===== config.mk =====
export PLATFORM = sky130hd
export DESIGN_NAME = uart_frame_scheduler
export DESIGN_NICKNAME = d
export VERILOG_FILES = /design/src/rtl/uart_frame_scheduler.sv
export SDC_FILE = /design/constraint.sdc
export NUM_CORES = 1
export LEC_CHECK = 0
export ABC_AREA = 1
export CAP_MARGIN = 20
export CELL_PAD_IN_SITES_DETAIL_PLACEMENT = 1
export CELL_PAD_IN_SITES_GLOBAL_PLACEMENT = 1
export CORE_UTILIZATION = 43
export CTS_CLUSTER_DIAMETER = 100
export DETAILED_ROUTE_END_ITERATION = 6
export GPL_TIMING_DRIVEN = 0
export PLACE_DENSITY_LB_ADDON = 0.25
export SYNTH_ARGS = -nofsm -noshare
export SYNTH_HDL_FRONTEND = slang
export SYNTH_SLANG_ARGS = --single-unit

===== constraint.sdc =====
create_clock -name clk_i -period 2.8 [get_ports clk_i]
set_input_delay 0.28 -clock clk_i [delete_from_list [all_inputs] [get_ports clk_i]]
set_output_delay 0.28 -clock clk_i [all_outputs]
set_load 0.01 [all_outputs]

===== src/rtl/uart_frame_scheduler.sv =====
// uart_frame_scheduler
//
// Purpose: on a fixed period, snapshots the most recent 16-bit XADC sample and
// feeds it to a UART transmitter as a 6-byte ASCII frame: four uppercase hex
// digits (most significant nibble first) followed by CR (0x0D) and LF (0x0A).
// Each byte is handed over with a one-cycle start pulse, and the scheduler then
// waits for the transmitter's done pulse. A byte that is not acknowledged
// within TIMEOUT cycles abandons the frame and sets a sticky error flag.
//
// Parameters:
//   PERIOD   cycles between frame-start opportunities (>= 2)
//   TIMEOUT  cycles allowed from a byte's start pulse to its done pulse (>= 2)
//
// Ports:
//   clk_i           system clock, rising edge
//   reset_ni        asynchronous active-low reset
//   enable_i        1 = new frames may be scheduled
//   sample_i        XADC sample
//   sample_valid_i  1-cycle strobe qualifying sample_i
//   tx_done_i       1-cycle pulse from the transmitter: current byte finished
//   clear_err_i     clears timeout_err_o
//   tx_data_o       byte to the transmitter, stable from start pulse to next
//   tx_start_o      1-cycle start pulse to the transmitter
//   busy_o          frame in progress
//   frame_done_o    1-cycle pulse when a frame has been fully sent
//   timeout_err_o   sticky: a byte timed out
//   frame_count_o   completed frames, wraps 255 -> 0
module uart_frame_scheduler #(
  parameter int PERIOD  = 65520,
  parameter int TIMEOUT = 200000
) (
  input  logic        clk_i,
  input  logic        reset_ni,
  input  logic        enable_i,
  input  logic [15:0] sample_i,
  input  logic        sample_valid_i,
  input  logic        tx_done_i,
  input  logic        clear_err_i,
  output logic [7:0]  tx_data_o,
  output logic        tx_start_o,
  output logic        busy_o,
  output logic        frame_done_o,
  output logic        timeout_err_o,
  output logic [7:0]  frame_count_o
);

  localparam int TW = $clog2(PERIOD);
  localparam int WW = $clog2(TIMEOUT);
  localparam logic [TW-1:0] PERIOD_LAST = TW'(PERIOD - 1);
  // The wait counter holds the number of WAIT cycles already elapsed before
  // the current one. Giving up when it reads TIMEOUT-2 puts the scheduler back
  // in IDLE exactly TIMEOUT cycles after the byte's start-pulse cycle.
  localparam logic [WW-1:0] WAIT_LAST   = WW'(TIMEOUT - 2);

  typedef enum logic [1:0] {
    ST_IDLE = 2'd0,
    ST_SEND = 2'd1,
    ST_WAIT = 2'd2
  } state_t;

  state_t        state_q, state_d;
  logic [TW-1:0] timer_q, timer_d;
  logic          due_q, due_d;
  logic          have_sample_q, have_sample_d;
  logic [15:0]   held_q, held_d;
  logic [15:0]   snap_q, snap_d;
  logic [2:0]    index_q, index_d;
  logic [WW-1:0] wait_q, wait_d;
  logic [7:0]    tx_data_q, tx_data_d;
  logic          tx_start_q, tx_start_d;
  logic          busy_q, busy_d;
  logic          frame_done_q, frame_done_d;
  logic          timeout_err_q, timeout_err_d;
  logic [7:0]    frame_count_q, frame_count_d;

  logic          wrap;
  logic          start;

  function automatic logic [7:0] ascii_hex(input logic [3:0] n);
    if (n < 4'd10) begin
      return 8'h30 + {4'h0, n};
    end
    return 8'h37 + {4'h0, n};
  endfunction

  function automatic logic [7:0] frame_byte(input logic [15:0] v, input logic [2:0] idx);
    logic [7:0] b;
    case (idx)
      3'd0:    b = ascii_hex(v[15:12]);
      3'd1:    b = ascii_hex(v[11:8]);
      3'd2:    b = ascii_hex(v[7:4]);
      3'd3:    b = ascii_hex(v[3:0]);
      3'd4:    b = 8'h0D;
      default: b = 8'h0A;
    endcase
    return b;
  endfunction

  always_comb begin
    state_d       = state_q;
    timer_d       = timer_q;
    due_d         = due_q;
    have_sample_d = have_sample_q;
    held_d        = held_q;
    snap_d        = snap_q;
    index_d       = index_q;
    wait_d        = wait_q;
    tx_data_d     = tx_data_q;
    tx_start_d    = 1'b0;
    busy_d        = busy_q;
    frame_done_d  = 1'b0;
    timeout_err_d = timeout_err_q;
    frame_count_d = frame_count_q;

    // Period timer only runs while scheduling is enabled.
    wrap = enable_i && (timer_q == PERIOD_LAST);
    if (!enable_i || wrap) begin
      timer_d = '0;
    end else begin
      timer_d = timer_q + TW'(1);
    end

    if (sample_valid_i) begin
      held_d        = sample_i;
      have_sample_d = 1'b1;
    end

    // A same-cycle strobe counts as "have a sample" and is what gets sent.
    start = (state_q == ST_IDLE) && enable_i && due_q && (have_sample_q || sample_valid_i);

    // Clear first so a timeout in the same cycle overrides it below.
    if (clear_err_i) begin
      timeout_err_d = 1'b0;
    end

    case (state_q)
      ST_IDLE: begin
        if (start) begin
          snap_d  = sample_valid_i ? sample_i : held_q;
          due_d   = 1'b0;
          index_d = 3'd0;
          state_d = ST_SEND;
        end
      end
      ST_SEND: begin
        wait_d  = '0;
        state_d = ST_WAIT;
      end
      ST_WAIT: begin
        wait_d = wait_q + WW'(1);
        if (tx_done_i) begin
          if (index_q == 3'd5) begin
            state_d       = ST_IDLE;
            frame_done_d  = 1'b1;
            frame_count_d = frame_count_q + 8'd1;
          end else begin
            index_d = index_q + 3'd1;
            state_d = ST_SEND;
          end
        end else if (wait_q == WAIT_LAST) begin
          state_d       = ST_IDLE;
          timeout_err_d = 1'b1;
        end
      end
      default: begin
        state_d = ST_IDLE;
      end
    endcase

    // A wrap in the same cycle as a frame start re-arms the next period.
    if (wrap) begin
      due_d = 1'b1;
    end

    // Outputs are registered from the next state so the start pulse and the
    // byte appear in the SEND cycle itself.
    if (state_d == ST_SEND) begin
      tx_start_d = 1'b1;
      tx_data_d  = frame_byte(snap_d, index_d);
    end
    busy_d = (state_d != ST_IDLE);
  end

  always_ff @(posedge clk_i or negedge reset_ni) begin
    if (!reset_ni) begin
      state_q       <= ST_IDLE;
      timer_q       <= '0;
      due_q         <= 1'b0;
      have_sample_q <= 1'b0;
      held_q        <= 16'h0000;
      snap_q        <= 16'h0000;
      index_q       <= 3'd0;
      wait_q        <= '0;
      tx_data_q     <= 8'h00;
      tx_start_q    <= 1'b0;
      busy_q        <= 1'b0;
      frame_done_q  <= 1'b0;
      timeout_err_q <= 1'b0;
      frame_count_q <= 8'h00;
    end else begin
      state_q       <= state_d;
      timer_q       <= timer_d;
      due_q         <= due_d;
      have_sample_q <= have_sample_d;
      held_q        <= held_d;
      snap_q        <= snap_d;
      index_q       <= index_d;
      wait_q        <= wait_d;
      tx_data_q     <= tx_data_d;
      tx_start_q    <= tx_start_d;
      busy_q        <= busy_d;
      frame_done_q  <= frame_done_d;
      timeout_err_q <= timeout_err_d;
      frame_count_q <= frame_count_d;
    end
  end

  assign tx_data_o     = tx_data_q;
  assign tx_start_o    = tx_start_q;
  assign busy_o        = busy_q;
  assign frame_done_o  = frame_done_q;
  assign timeout_err_o = timeout_err_q;
  assign frame_count_o = frame_count_q;

endmodule


==> impl_metrics.json <==
{
  "rr_endpoint": "tx_data_o[6]",
  "reg2reg_depth": 15,
  "cp_slowest_cell": "dfrtp_1",
  "syn_nets": 649,
  "placement.io_buffers": 38,
  "antenna_found_initial": 0,
  "syn_to_final_growth_pct": 18.7,
  "dpl.hpwl_um": 8610,
  "crit_start": "state_q[0]",
  "multi_input_area_um2": 2080,
  "cts_sinks": 92,
  "gp_congestion": 0.816,
  "holdCritStartpoint": "sample_valid_i",
  "synth-compound-area-share_pct": 7.89,
  "vias": 4057,
  "synth.top_cell.area_share_pct": 47.5,
  "syn_avg_cell_area_um2": 7.89,
  "critPathMostFrequentCell": "nand2_1",
  "slowest_delay_ns": 0.43,
  "start_util_pct": 44.4,
  "die_area_um2": 11700,
  "route.detailed.drc": 0,
  "synth_seq_cells": 92,
  "worst_slew_pin_slew_ns": 0.690,
  "slew_headroom_pct": 53.8,
  "cts_max_level": 3,
  "vias_per_cell": 5.00,
  "wire_per_inst_um": 14.6,
  "worstSetupStartpointType": "register",
  "cts_buffer_depth": 2,
  "fmax_mhz": 401,
  "reg2reg_slack_ns": 0.31,
  "min_path_type": "in2reg",
  "track_usage_pct": 22.7,
  "synth-xor-area-share_pct": 2.17,
  "synth-main-ff-cell": "dfrtp_1",
  "worstPathArrival_ns": 2.73,
  "power_density_nw_per_um2": 896,
  "post_cts_resize_count": 0,
  "rsz0062_at_grt": "false",
  "syn_area_um2": 4850,
  "clockRootBuffer": "clkbuf_16",
  "status": "completed",
  "synth_edf_count": 0,
  "layout_commonest_cell": "nand2_1",
  "yosys.area_share.adder_pct": 3.10,
  "synth.area.mux_share_pct": 0.232,
  "wl_um": 11800,
  "dr.pass1.iters": 4,
  "tns_ns": 0,
  "cap_violations": 0,
  "fin_skew_ns": 0.00728,
  "final-seq-area_um2": 2300,
  "fillers": 1350,
  "crit_path_end": "tx_data_o[6]",
  "grt_max_degree": 61,
  "switching_share_pct": 39.2,
  "synth_top_family_by_area": "simple AND/OR/NAND/NOR gates",
  "ant_nets": 0,
  "critPathKind": "reg2reg",
  "leakage_nw": 2.87,
  "grt_overflow": 0,
  "p_comb_share_pct": 41.5,
  "seqPwrFrac_pct": 33.1,
  "cts_hold_buf": 1,
  "crit_required_ns": 3.04,
  "finalCritPeriodShare_pct": 89.1,
  "synth_warnings": 0,
  "vdd.ir_drop.worst_mv": 0.451,
  "period_minus_slack_ns": 2.49,
  "maxSlewViolCount": 0,
  "std_cell_rows": 38,
  "grt_pass1_vias": 4362,
  "finalPower_mw": 5.16,
  "synthSimpleGateAreaFrac_pct": 29.5,
  "path_clk_slew_ns": 0.06,
  "timing.critical_path.to_type": "register",
  "intPower_mw": 3.14,
  "die_x_um": 108,
  "cts_tree": "yes",
  "netlist_instances": 615,
  "synth_top_area_cell": "dfrtp_1",
  "cp_max_fo": 10,
  "drive_above_1_share_pct": 10.4,
  "cts_setup_buffers": 0,
  "grt_first_pass_wirelength_um": 20300,
  "antennaDiodeCount": 0,
  "cts_made_buffers": 9,
  "io_pins": 42,
  "mostFrequentLayoutCells": "nand2_1 (183), dfrtp_1 (92), inv_1 (91), nor2_1 (54), nand3_1 (40)",
  "power.share.clock_pct": 25.4,
  "hold_viol": 0,
  "synth_area_leaders": "dfrtp_1 (47%), nand2_1 (14%), inv_1 (7.0%), nor2_1 (4.2%), nand3_1 (4.1%)",
  "synthArstFlopShare_pct": 100,
  "rr_startpoint": "state_q[0]",
  "clk_latency_ns": 0.35,
  "synth.distinct_cells": 41,
  "core-area_um2": 10900,
  "ys_seq_area_share_pct": 47.5,
  "die_h_um": 108,
  "nets": 700,
  "setup_viol_count_final": 0,
  "p_sw_mw": 2.02,
  "crit_chain": "inv_1 -> ha_1 -> nand2_1 -> nor2_2 -> nand2_4 -> buf_6 -> o21ai_2 -> ha_1 -> inv_1 -> nor2_1 -> nor2_1 -> nand2_1 -> nand3_1 -> o21ai_1 -> nand2_1",
  "drt-initial-drc-count": 104
}
==> critical path, delay by kind of cell, from the launching register on <==
family	cells	cell delay [ns]
compound gates	2	0.32
fa+ha+maj	2	0.47
buf+inv	3	0.31
flops	1	0.43
simple gates	8	0.83
==> cells in the mapped netlist (2+ instances only) <==
master	instances
a21oi_1	22
buf_6	8
dfrtp_1	92
ha_1	12
inv_1	91
inv_2	3
nand2_1	183
nand2_2	13
nand2_4	3
nand3_1	40
nand4_1	3
nor2_1	54
nor2_2	8
nor2_4	4
nor3_1	9
nor4_1	2
o21a_1	2
o21ai_0	25
o21ai_1	6
o21ai_2	4
xnor2_1	5
xor2_1	7
==> cell families (layout without fill, tap and decap cells) <==
group,after synthesis,after routing
other,1,1
flip-flops,92,92
XOR/XNOR,12,12
multiplexers,1,1
buffers and inverters,106,162
AO/OA/AOI/OAI,67,67
adder cells (fa/ha/maj),12,12
AND/OR/NAND/NOR,324,324
==> worst min-delay path by stage <==
stage	endpoint	slack (ns)	depth (start not counted)
finish	have_sample_q	0.23	3
CTS	have_sample_q	0.24	3
detailed placement	wait_q[3]	0.26	1
global route	have_sample_q	0.25	3
floorplan	busy_o	-0.02	0
global placement	timer_q[0]	0.45	1
==> stage by stage <==
| step | setup WS (ns) | hold WS (ns) | cell area, um2 | cells | util, % |
|---|---|---|---|---|---|
| floorplan | 0.699 | -0.0156 | 4850 | 615 | - |
| global placement | -2.03 | 0.447 | 5410 | 793 | 49.4 |
| detailed placement | 0.258 | 0.262 | 5430 | 794 | 49.7 |
| CTS | 0.254 | 0.235 | 5760 | 811 | 52.7 |
| global route | 0.0567 | 0.250 | 5760 | 811 | 52.7 |
| finish | 0.306 | 0.235 | 5760 | 811 | 52.7 |
==> flip-flops by register name, indices dropped and copies added (netlist names) <==
signal,cells
busy_o,1
due_q,1
frame_count_o,8
frame_done_o,1
have_sample_q,1
held_q,16
index_q,3
snap_q,16
state_q,2
timeout_err_o,1
timer_q,16
tx_data_o,7
tx_start_o,1
wait_q,18
==> power by group through the flow <==
stage / Clock [mW] / Sequential [mW] / Combinational (mW)
after floorplan: 0 / 1.73 / 1.47
after global placement: 0 / 1.72 / 2.02
after detailed placement: 0 / 1.73 / 2.13
after CTS: 1.34 / 1.71 / 2.17
after global routing: 1.39 / 1.74 / 2.44
final: 1.31 / 1.71 / 2.14
==> per-layer routing <==
metal	part of all wire [%]	vias up	track usage (%)
met4	1.7	0	8.81
met2	52	60	40.4
met3	2.6	18	3.50
met1	44	1969	27.3
met5	0	-	0
li1	-	2010	-
==> cell type report <==
cell class              instances  share of cell area, %
multi-input cells             417                   36.2
clock buffers                  11                   4.21
well taps                     140                   3.04
clock inverters                 5                   1.30
flip-flops and latches         92                   40.0
repair buffers                 40                   7.21
inverters                      96                   6.30
plain buffers                  10                   1.78
Power figures use the tool's default switching activity.
